<file path="src/rtl/high_score_scanner_pkg.sv">
// Shared constants, score type and scanner state encoding for the high-score read path.
// Optional index tracking is enabled with HIGH_SCORE_INDEX_EN.
package high_score_scanner_pkg;

  localparam int unsigned SCORE_W      = 11;
  localparam int unsigned SCORE_DEPTH  = 32;
  localparam int unsigned SCORE_ADDR_W = 5;

  typedef logic [SCORE_W-1:0] score_t;

  typedef enum logic [1:0] {
    IDLE    = 2'd0,
    ISSUE   = 2'd1,
    DRAIN   = 2'd2,
    PUBLISH = 2'd3
  } scan_state_t;

endpackage

</file>
<file path="src/rtl/high_score_scanner_top3_insert.sv">
// Registered top-3 insertion sorter; strict-greater compares keep earlier entries on ties.
// With HIGH_SCORE_INDEX_EN the source index of each slot shifts alongside its value.
module top3_insert #(
  parameter int unsigned SCORE_W = high_score_scanner_pkg::SCORE_W
`ifdef HIGH_SCORE_INDEX_EN
  , parameter int unsigned ADDR_W = high_score_scanner_pkg::SCORE_ADDR_W
`endif
) (
  input  logic               clk,
  input  logic               reset,
  input  logic               clear,
  input  logic               in_valid,
  input  logic [SCORE_W-1:0] in_value,
`ifdef HIGH_SCORE_INDEX_EN
  input  logic [ADDR_W-1:0]  in_index,
  output logic [ADDR_W-1:0]  wi0,
  output logic [ADDR_W-1:0]  wi1,
  output logic [ADDR_W-1:0]  wi2,
`endif
  output logic [SCORE_W-1:0] w0,
  output logic [SCORE_W-1:0] w1,
  output logic [SCORE_W-1:0] w2
);
  import high_score_scanner_pkg::*;

  logic beat0;
  logic beat1;
  logic beat2;

  assign beat0 = in_value > w0;
  assign beat1 = in_value > w1;
  assign beat2 = in_value > w2;

  always_ff @(posedge clk) begin
    if (!reset || clear) begin
      w0 <= '0;
      w1 <= '0;
      w2 <= '0;
    end else if (in_valid) begin
      if (beat0) begin
        w2 <= w1;
        w1 <= w0;
        w0 <= in_value;
      end else if (beat1) begin
        w2 <= w1;
        w1 <= in_value;
      end else if (beat2) begin
        w2 <= in_value;
      end
    end
  end

`ifdef HIGH_SCORE_INDEX_EN
  // Index slots follow exactly the same shift decisions as the value slots.
  always_ff @(posedge clk) begin
    if (!reset || clear) begin
      wi0 <= '0;
      wi1 <= '0;
      wi2 <= '0;
    end else if (in_valid) begin
      if (beat0) begin
        wi2 <= wi1;
        wi1 <= wi0;
        wi0 <= in_index;
      end else if (beat1) begin
        wi2 <= wi1;
        wi1 <= in_index;
      end else if (beat2) begin
        wi2 <= in_index;
      end
    end
  end
`endif

endmodule

</file>
<file path="src/rtl/high_score_scanner.sv">
// Walks the score RAM read port, sorts returns through top3_insert and publishes the top 3.
// Define HIGH_SCORE_INDEX_EN to also publish the RAM address of each top score.
module high_score_scanner #(
  parameter int unsigned DEPTH      = high_score_scanner_pkg::SCORE_DEPTH,
  parameter int unsigned ADDR_W     = high_score_scanner_pkg::SCORE_ADDR_W,
  parameter int unsigned SCORE_W    = high_score_scanner_pkg::SCORE_W,
  parameter int unsigned RD_LATENCY = 1
) (
  input  logic               clk,
  input  logic               reset,
  input  logic               start,
  output logic               rd_en,
  output logic [ADDR_W-1:0]  rd_addr,
  input  logic [SCORE_W-1:0] rd_data,
  output logic               busy,
  output logic               done,
  output logic [SCORE_W-1:0] top0,
  output logic [SCORE_W-1:0] top1,
  output logic [SCORE_W-1:0] top2
`ifdef HIGH_SCORE_INDEX_EN
  ,
  output logic [ADDR_W-1:0]  idx0,
  output logic [ADDR_W-1:0]  idx1,
  output logic [ADDR_W-1:0]  idx2
`endif
);
  import high_score_scanner_pkg::*;

  localparam logic [RD_LATENCY-1:0] TAP_BIT = RD_LATENCY'(1) << (RD_LATENCY - 1);

  scan_state_t              state;
  logic [RD_LATENCY-1:0]    validPipe;
  logic                     clearW;
  logic                     consume;
  logic                     lastAddr;
  logic                     drained;
  logic [SCORE_W-1:0]       w0;
  logic [SCORE_W-1:0]       w1;
  logic [SCORE_W-1:0]       w2;

  assign clearW   = (state == IDLE) && start;
  assign consume  = validPipe[RD_LATENCY-1];
  assign lastAddr = rd_addr == ADDR_W'(DEPTH - 1);
  // Only the return leaving the pipe this edge may still be outstanding.
  assign drained  = (validPipe & ~TAP_BIT) == '0;

`ifdef HIGH_SCORE_INDEX_EN
  logic [ADDR_W-1:0] capIdx;
  logic [ADDR_W-1:0] wi0;
  logic [ADDR_W-1:0] wi1;
  logic [ADDR_W-1:0] wi2;

  // Returns arrive in address order, so a counter of consumed beats is the source address.
  always_ff @(posedge clk) begin
    if (!reset || clearW) begin
      capIdx <= '0;
    end else if (consume) begin
      capIdx <= capIdx + ADDR_W'(1);
    end
  end

  always_ff @(posedge clk) begin
    if (!reset) begin
      idx0 <= '0;
      idx1 <= '0;
      idx2 <= '0;
    end else if (state == PUBLISH) begin
      idx0 <= wi0;
      idx1 <= wi1;
      idx2 <= wi2;
    end
  end
`endif

  top3_insert #(
    .SCORE_W (SCORE_W)
`ifdef HIGH_SCORE_INDEX_EN
    , .ADDR_W (ADDR_W)
`endif
  ) u_sort (
    .clk      (clk),
    .reset    (reset),
    .clear    (clearW),
    .in_valid (consume),
    .in_value (rd_data),
`ifdef HIGH_SCORE_INDEX_EN
    .in_index (capIdx),
    .wi0      (wi0),
    .wi1      (wi1),
    .wi2      (wi2),
`endif
    .w0       (w0),
    .w1       (w1),
    .w2       (w2)
  );

  // Scan sequencer: issue every address, drain in-flight reads, publish.
  always_ff @(posedge clk) begin
    if (!reset) begin
      state     <= IDLE;
      rd_en     <= 1'b0;
      rd_addr   <= '0;
      busy      <= 1'b0;
      done      <= 1'b0;
      top0      <= '0;
      top1      <= '0;
      top2      <= '0;
      validPipe <= '0;
    end else begin
      validPipe <= (validPipe << 1) | RD_LATENCY'(rd_en);
      done      <= 1'b0;
      case (state)
        IDLE: begin
          if (start) begin
            state   <= ISSUE;
            rd_en   <= 1'b1;
            rd_addr <= '0;
            busy    <= 1'b1;
          end else begin
            busy    <= 1'b0;
          end
        end
        ISSUE: begin
          if (lastAddr) begin
            state <= DRAIN;
            rd_en <= 1'b0;
          end else begin
            rd_addr <= rd_addr + ADDR_W'(1);
          end
        end
        DRAIN: begin
          if (drained) begin
            state <= PUBLISH;
          end
        end
        PUBLISH: begin
          state <= IDLE;
          done  <= 1'b1;
          top0  <= w0;
          top1  <= w1;
          top2  <= w2;
        end
        default: state <= IDLE;
      endcase
    end
  end

endmodule

</file>
<file path="config.mk">
export PLATFORM = sky130hd
export DESIGN_NAME = high_score_scanner
export DESIGN_NICKNAME = d
export VERILOG_FILES = /design/src/rtl/high_score_scanner_pkg.sv /design/src/rtl/high_score_scanner_top3_insert.sv /design/src/rtl/high_score_scanner.sv
export SDC_FILE = /design/constraint.sdc
export NUM_CORES = 1
export LEC_CHECK = 0
export ABC_AREA = 1
export CORE_MARGIN = 4
export CORE_UTILIZATION = 25
export DETAILED_ROUTE_END_ITERATION = 8
export HOLD_SLACK_MARGIN = 0.03
export PLACE_DENSITY = 0.47
export SLEW_MARGIN = 20
export SYNTH_ARGS = -nofsm -noshare
export SYNTH_HDL_FRONTEND = slang
export SYNTH_HIERARCHICAL = 1
export SYNTH_SLANG_ARGS = --single-unit
</file>
<file path="constraint.sdc">
create_clock -name clk -period 5.2 [get_ports clk]
set_input_delay 1.04 -clock clk [delete_from_list [all_inputs] [get_ports clk]]
set_output_delay 1.04 -clock clk [all_outputs]
set_load 0.1 [all_outputs]
</file>
== After elaboration in Yosys (flattened, before gate mapping) ==
Cells that the tools add are included.
W data, S select, Z words.

* Register bits: 77
* Bits of input ports: 14
* Logic and storage cells: 52
* Output and inout bits: 41

* Add/subtract/negate cells: 1
* Reduce and logical (&&, ||, !) cells: 13
* Multiplexer cells: 16
* Eq/ne operators: 7
* Order comparisons: 3

{| class="wikitable"
|+ Operator list
! cell !! count
|-
| $mux W11 || 5
|-
| $gt A11 B11 Y1 || 3
|-
| $mux W5 || 2
|-
| $pmux W5 S2 || 1
|-
| $pmux W2 S4 || 1
|-
| $reduce_and A2 Y1 || 4
|-
| $ne A2 B2 Y1 const B || 3
|-
| $reduce_and A3 Y1 || 2
|-
| $add A5 B1 Y5 const B || 1
|-
| $eq A5 B5 Y1 const B || 1
|-
| $eq A2 B2 Y1 const B || 2
|-
| $mux W1 || 4
|-
| $mux W2 || 2
|-
| $reduce_bool A2 Y1 || 2
|-
| $reduce_bool A3 Y1 || 1
|-
| $eq A2 B1 Y1 const B || 1
|-
| $logic_not A2 Y1 || 1
|-
| $pmux W1 S2 || 1
|-
| $logic_and A1 B1 Y1 || 1
|-
| $logic_not A1 Y1 || 1
|-
| $logic_or A1 B1 Y1 || 1
|}

== Longest topological paths before layout ==
Gate-level depths: netlist (run 1).

* Word-level depth: 4
* Gate-level depth with buffers: 16
* Depth with buffers taken out: 15

== Hierarchy ==
Netlist (run 1), hierarchy kept.

{| class="wikitable"
|+ Modules (own cells, without submodules)
! module !! cells an instance !! sequential area each (µm²) !! area each (µm²) !! instances
|-
| top3_insert || 398 || 660.6 || 2591.2 || 1
|-
| high_score_scanner || 221 || 880.8 || 1702.9 || 1
|}

== Worst setup path before layout (run 1) ==
No wires, ideal clock.

* Path kind: input port to flip-flop
* Start: input rd_data[10]
* End: register u_sort.w2[10]
* Stages: 12
* Path slack: 2.772 ns
* Path buffers: 1
* Required time: 5.087 ns
* Setup time: 0.113 ns
* Arrival: 2.316 ns
* Path through: ha_1 -> nand2_1 -> inv_2 -> a21oi_1 -> nand3_4 -> nand2_4 -> nand2_4 -> nand2_4 -> buf_6 -> nand3_1 -> nand2_1 -> nor2_1

* Cells in the longest elaborated chain, start to end: 3
* Elaborated cells between the ends (all ways): 8
* Those cells by class: order compare: 3; mux: 3; reduce/logical: 2

{| class="wikitable"
|+ RTL lines
! element !! RTL line !! RTL
|-
| start: declaration || high_score_scanner.sv:14 || <nowiki>input logic [SCORE_W-1:0] rd_data,</nowiki>
|-
| $gt A11 B11 Y1, or another cell as far along || high_score_scanner_top3_insert.sv:32 || <nowiki>assign beat2 = in_value > w2;</nowiki>
|-
| $reduce_bool A3 Y1 (no line) or $mux W11 (tied branches) || n/a ||
|-
| $reduce_and A2 Y1 (no line) or $mux W11 (tied branches) || n/a ||
|-
| end signal: assignment || high_score_scanner_top3_insert.sv:41 || <nowiki>w2 <= w1;</nowiki>
|-
| end signal: assignment || high_score_scanner_top3_insert.sv:45 || <nowiki>w2 <= w1;</nowiki>
|-
| end signal: assignment || high_score_scanner_top3_insert.sv:48 || <nowiki>w2 <= in_value;</nowiki>
|-
| end: declaration || high_score_scanner_top3_insert.sv:22 || <nowiki>output logic [SCORE_W-1:0] w2</nowiki>
|}

Parallel ways exist; a longest one is shown, timed or not. The select of a mux whose other input is x is not followed.
A chain may end at the register's enable or synchronous reset.

== Worst setup path after layout (run 1) ==
* Start: input rd_data[10]
* End: register u_sort.w2[7]

* Cells in the longest elaborated chain, start to end: 3
* Elaborated cells between the ends (all ways): 7
* Those cells by class: order compare: 3; mux: 2; reduce/logical: 2

{| class="wikitable"
|+ RTL lines
! element !! RTL line
|-
| $gt A11 B11 Y1, on equally long branches || high_score_scanner_top3_insert.sv:32, high_score_scanner_top3_insert.sv:30, high_score_scanner_top3_insert.sv:31
|-
| $reduce_bool A3 Y1 (no line) or $mux W11 (tied branches) || n/a
|-
| $reduce_and A2 Y1 (no line) or $mux W11 (tied branches) || n/a
|}

Parallel ways exist; a longest one is shown, timed or not.

==> flow_summary.yaml, run 1 <==
status:
  status: "finished, final reports clean"
cts:
  cts_inserted_buffers: 9
  post_cts_buffers: 0
  clock_latency_ns: 0.35
  post_cts_resized: 0
  cts_hold_repair.buffers: 0
  clock-root-buffer: "clkbuf_16"
  htree_levels: 3
  path_clk_slew_ns: 0.06
  clk_path_buf_depth: 2
  cts_tree: "yes"
  cts_sinks: 77
critical_path:
  cp-endpoint: "u_sort/w2[7]"
  r2r_slack_ns: 2.56
  required_ns: 5.48
  cpMostUsedCell: "nand2_4"
  crit_slowest_cell: "clkdlybuf4s50_1"
  cp_max_fo: 34
  worstSetupPathType: "input pin to flip-flop"
  startpoint: "rd_data[10]"
  cp.arrival_ns: 3.78
  path_cells: "clkdlybuf4s50_1 -> ha_1 -> nand2_1 -> inv_2 -> a21oi_1 -> nand3_4 -> nand2_4 -> nand2_4 -> nand2_4 -> nand2_2 -> nand2_1 -> inv_1 -> nor2_1"
  r2r.worst_path.cells: 13
  start_kind: "input pin"
  r2r-end: "u_sort/w2[7]"
  worstSetupEndpointType: "flip-flop"
  worst_path_largest_cell_delay_ns: 0.66
  r2r_start: "u_sort/w0[10]"
floorplanning:
  start_util: 0.2571
  dieArea_um2: 19340
  dieWidth_um: 139.1
  rows: 47
  die_y_um: 139.1
  pin_count: 55
  core_um2: 16700
timing:
  hold_violations: 0
  fin_crit_sh: 0.6722
  rsz0062_at_grt: "false"
  skew_ns: 0.009781
  max_freq_ghz: 0.2861
  fin_crit_ns: 3.495
  slew_headroom: 0.3399
  maxSlewViolCount: 0
  worst_pin_slew_ns: 0.9870
  final-setup-viol-count: 0
  totalNegativeSetupSlack_ns: 0
finish:
  area_growth_pct: 23.63
  nNetsFinal: 716
  fin_cells: 887
  diodes: 0
  drive_gt1_frac: 0.06897
synth:
  synth_fp_nets: 672
  ys_ff_latch: 77
  synth.largest_area_cell: "dfxtp_1"
  synth_area_leaders: "dfxtp_1 36%, nand2_1 12%, ha_1 11%, nor2_1 9.6%, inv_1 7.3%"
  synth_top_cell_area_share: 0.3590
  ys_warn_count: 6
  ys_types: 27
  avgSynthCellArea_um2: 6.937
  synth_cells: 619
  ys_seq_area_frac: 0.3590
  synthesis.area_um2: 4294
detailed_routing:
  drc: 0
  wl_um: 11770
  routedWlPerCell_um: 13.27
  first_pass_iters: 4
  drtAntennaViolNets: 0
  route.vias.total: 3826
  viasPerCell: 4.313
  drtIter0Drc: 217
global_route:
  antenna_found_initial: 0
  grt_usage: 0.1259
  overflow: 0
  grt_max_degree: 44
  grt_pass1_wl_um: 19430
  grt_pass1_vias: 3710
power:
  p_per_area_nw_per_um2: 494.6
  p_leak_nw: 2.612
  power_mw: 2.626
  ir_drop_uv: 200.8
run:
  cap_violations: 0
place:
  dp_hpwl_um: 8878
  portBuffers: 54
  gp_congestion: 0.8850
  dp.cells: 872
hold_path:
  min_path_type: "flip-flop to flip-flop"
  holdPathStages: 2
-- cells in the mapped netlist --
master / instances
o21ai_1: 4
nand2_1: 138
a21oi_1: 27
clkbuf_2: 4
buf_1: 1
buf_6: 3
nand3_2: 10
inv_1: 84
nor2_4: 1
buf_2: 7
and3_1: 1
nand2_4: 4
nand3b_1: 11
inv_2: 2
clkbuf_1: 6
nor2_1: 110
nand3_1: 14
nand4_1: 3
nand2_2: 8
nor2_2: 1
a21o_1: 1
nand3_4: 1
o21ai_0: 58
ha_1: 39
buf_4: 3
dfxtp_1: 77
nand4_2: 1
-- layout make-up --
type | count | area, um^2
inverters | 86 | 322.8
fillers | 1833 | 11390
repair buffers | 57 | 563.0
well taps | 220 | 275.3
clock buffers | 10 | 229.0
clock inverters | 5 | 85.08
multi-input cells | 432 | 2292
flip-flops and latches | 77 | 1541
-- layer usage --
layer,part of all wire,vias up,global-route usage,wire length (um)
li1,-,2034,-,-
met1,0.47,1732,0.1617,5587
met2,0.48,49,0.2086,5706
met3,0.026,11,0.02897,301
met4,0.015,0,0.04222,172
met5,0,-,0,0
-- kinds of logic after synthesis --
group	after synthesis	share of synthesized area
flip-flops	77	0.3590
AND/OR/NAND/NOR	303	0.3147
adder cells (fa/ha/maj)	39	0.1136
buffers and inverters	110	0.1072
AO/OA/AOI/OAI	90	0.1055
-- stage by stage --
stage               area (um^2)  utilization  hold WS, ns  setup slack (ns)
global placement           4995       0.2991       0.4588             1.417
finish                     5309       0.3179       0.4603             1.705
CTS                        5309       0.3179       0.4737             1.699
global route               5309       0.3179       0.5052             1.450
floorplan                  4294            -       0.4550             2.772
detailed placement         4995       0.2991       0.4643             1.330
-- critical path, delay by kind of cell --
family / cells / cell delay [ns]
AOI/OAI and AO/OA: 1 / 0.25
adders and majority gates: 1 / 0.31
buffers and inverters: 3 / 0.74
and+or+nand+nor: 8 / 1.44
-- cells in the final DEF (no fill, tap or decap), types with 2 or more instances in the layout --
master / instances
nand2_1: 138
nor2_1: 110
inv_1: 83
dfxtp_1: 77
o21ai_0: 58
clkdlybuf4s50_1: 54
ha_1: 39
a21oi_1: 27
nand3_1: 14
nand3b_1: 11
nand3_2: 10
clkbuf_16: 9
nand2_2: 8
nand2_4: 4
o21ai_1: 4
inv_2: 3
nand4_1: 3
buf_4: 3
bufinv_16: 2
-- sequential cells by signal, indices dropped and copies added, names as in the netlist --
| register | flops |
|---|---|
| top0 | 11 |
| top1 | 11 |
| top2 | 11 |
| u_sort/w0 | 11 |
| u_sort/w1 | 11 |
| u_sort/w2 | 11 |
| rd_addr | 5 |
| state | 2 |
| busy | 1 |
| consume | 1 |
| done | 1 |
| rd_en | 1 |
-- worst min path at each step --
stage,from,to,slack (ns)
final,rd_en,consume,0.46
after global routing,rd_en,consume,0.51
after CTS,rd_en,consume,0.47
after detailed placement,rd_en,consume,0.46
after global placement,rd_addr[4],rd_addr[4],0.46
after floorplan,u_sort/w1[1],top1[1],0.46
-- where the power goes --
| part | internal, mW | leakage (nW) | switching [mW] |
|---|---|---|---|
| combinational | 0.306 | 1.84 | 0.882 |
| sequential | 0.698 | 0.625 | 0.0653 |
| clock | 0.420 | 0.149 | 0.254 |
Power figures use the tool's default switching activity.
==> inputs of run 2 (changes only) <==
==> constraint.sdc (replaced) <==
create_clock -name clk -period 3.3 [get_ports clk]
set_input_delay 0.66 -clock clk [delete_from_list [all_inputs] [get_ports clk]]
set_output_delay 0.66 -clock clk [all_outputs]
set_load 0.1 [all_outputs]
==> run 2 against run 1 <==
  * Via count rose by 2.1%
  * Critical path type unchanged
  * Clock power grew 57%
  * Largest power group unchanged
  * Die area is the same
  * Sequential power up 59%
  * Worst hold slack improved by 0.012 ns
  * Combinational power rose by 56%
  * Critical endpoint is now u_sort/w2[3]
==> flow_summary.yaml, run 2 (same netlist as run 1, synthesis figures left out) <==
status:
  status: "finished, final reports clean"
timing:
  totalNegativeSetupSlack_ns: 0
  final-setup-viol-count: 0
  skew_ns: 0.009271
  rsz0062_at_grt: "false"
  fin_crit_ns: 2.739
  maxSlewViolCount: 0
  fin_crit_sh: 0.8301
  final.setup.worst_slack_ns: 0.5608
  worst_pin_slew_ns: 0.3832
  max_freq_ghz: 0.3651
  slew_headroom: 0.7445
  hold_violations: 0
detailed_routing:
  route.vias.total: 3907
  drtAntennaViolNets: 0
  routedWlPerCell_um: 13.12
  first_pass_iters: 4
  drc: 0
  wl_um: 11840
  viasPerCell: 4.331
  drtIter0Drc: 174
cts:
  clk_path_buf_depth: 2
  cts_tree: "yes"
  path_clk_slew_ns: 0.06
  cts_sinks: 77
  cts_inserted_buffers: 9
  cts_hold_repair.buffers: 0
  post_cts_buffers: 0
  htree_levels: 3
  post_cts_resized: 0
  clock_latency_ns: 0.34
  clock-root-buffer: "clkbuf_16"
power:
  ir_drop_uv: 317.9
  p_leak_nw: 2.766
  power_mw: 4.136
  p_per_area_nw_per_um2: 776.7
critical_path:
  worstSetupEndpointType: "flip-flop"
  required_ns: 3.58
  r2r_slack_ns: 1.03
  worstSetupPathType: "input pin to flip-flop"
  cp-endpoint: "u_sort/w2[3]"
  cp_max_fo: 13
  startpoint: "rd_data[2]"
  r2r.worst_path.cells: 13
  r2r-end: "u_sort/w2[3]"
  start_kind: "input pin"
  r2r_start: "u_sort/w0[10]"
  cp.arrival_ns: 3.02
finish:
  diodes: 0
  final_cell_mix: "138 x nand2_1, 110 x nor2_1, 84 x inv_1"
  nNetsFinal: 730
  drive_gt1_frac: 0.1481
  area_growth_pct: 24.01
  final_area_um2: 5325
  layout_commonest_cell: "nand2_1"
  fillers: 1859
place:
  gp_congestion: 0.8769
  dp_hpwl_um: 8923
  portBuffers: 54
  pre_cts_ws_ns: 0.2083
  placed_area_um2: 5010
floorplanning:
  dieArea_um2: 19340
  core_um2: 16700
  die_y_um: 139.1
  pin_count: 55
  rows: 47
  dieWidth_um: 139.1
  start_util: 0.2571
run:
  cap_violations: 0
hold_path:
  min_path_type: "flip-flop to flip-flop"
global_route:
  grt_pass1_vias: 3828
  overflow: 0
  antenna_found_initial: 0
  grt_usage: 0.1246
  grt_max_degree: 43
  grt_pass1_wl_um: 19380
## run 2: cell count changes in the layout (fill, tap and decap cells not counted)
cell / before / now
clkdlybuf4s50_1: 54 / 13
buf_12: 0 / 1
clkinv_4: 1 / 0
inv_1: 83 / 84
clkinv_2: 0 / 2
inv_2: 3 / 2
buf_4: 3 / 57
## run 2: final cells by class
| type | instances | area [um^2] | share of cell area |
|---|---|---|---|
| inverter | 86 | 322.8 | 0.06062 |
| timing repair buffer | 71 | 578.1 | 0.1086 |
| clock buffer | 10 | 229.0 | 0.04300 |
| tap | 220 | 275.3 | 0.05169 |
| sequential | 77 | 1541 | 0.2895 |
| multi-input combinational | 432 | 2292 | 0.4305 |
| clock inverter | 6 | 86.33 | 0.01621 |
## run 2: report_power, final
| part | internal [mW] | total (mW) | switching (mW) |
|---|---|---|---|
| sequential | 1.10 | 1.21 | 0.109 |
| combinational | 0.475 | 1.86 | 1.39 |
| clock | 0.662 | 1.06 | 0.401 |
| total | 2.24 | 4.14 | 1.90 |
## run 2: critical path: stages
cell and delay [ns]:
clkdlybuf4s50_1 0.69, ha_1 0.34, a21oi_1 0.14, o21ai_1 0.09, nand2_2 0.09, nand3_4 0.08
nand2_4 0.14, nand2_4 0.13, nand2_4 0.21, nand2_2 0.18, nand2_1 0.11, inv_1 0.05
nor2_1 0.08
## run 2: how the worst min path moves through the flow
stage                       startpoint          to  slack, ns  cells after the start
after global routing      u_sort/w2[5]     top2[5]       0.50                      2
final                       rd_addr[4]  rd_addr[4]       0.47                      2
after global placement      rd_addr[4]  rd_addr[4]       0.46                      2
after floorplan           u_sort/w1[1]     top1[1]       0.46                      2
after CTS                   rd_addr[4]  rd_addr[4]       0.48                      2
after detailed placement    rd_addr[4]  rd_addr[4]       0.47                      2
## run 2: layer usage
metal	global-route usage	routed length, um	up-vias
met4	0.05304	178	0
met1	0.1524	5465	1792
li1	-	-	2052
met2	0.2115	5793	54
met5	0	0	-
met3	0.02724	400	9
## run 2: per-stage QoR
step	std cells	hold WS [ns]	utilization
floorplan	619	0.4550	-
global placement	886	0.4582	0.3000
detailed placement	886	0.4674	0.3000
CTS	902	0.4788	0.3188
global route	902	0.4999	0.3188
finish	902	0.4726	0.3188
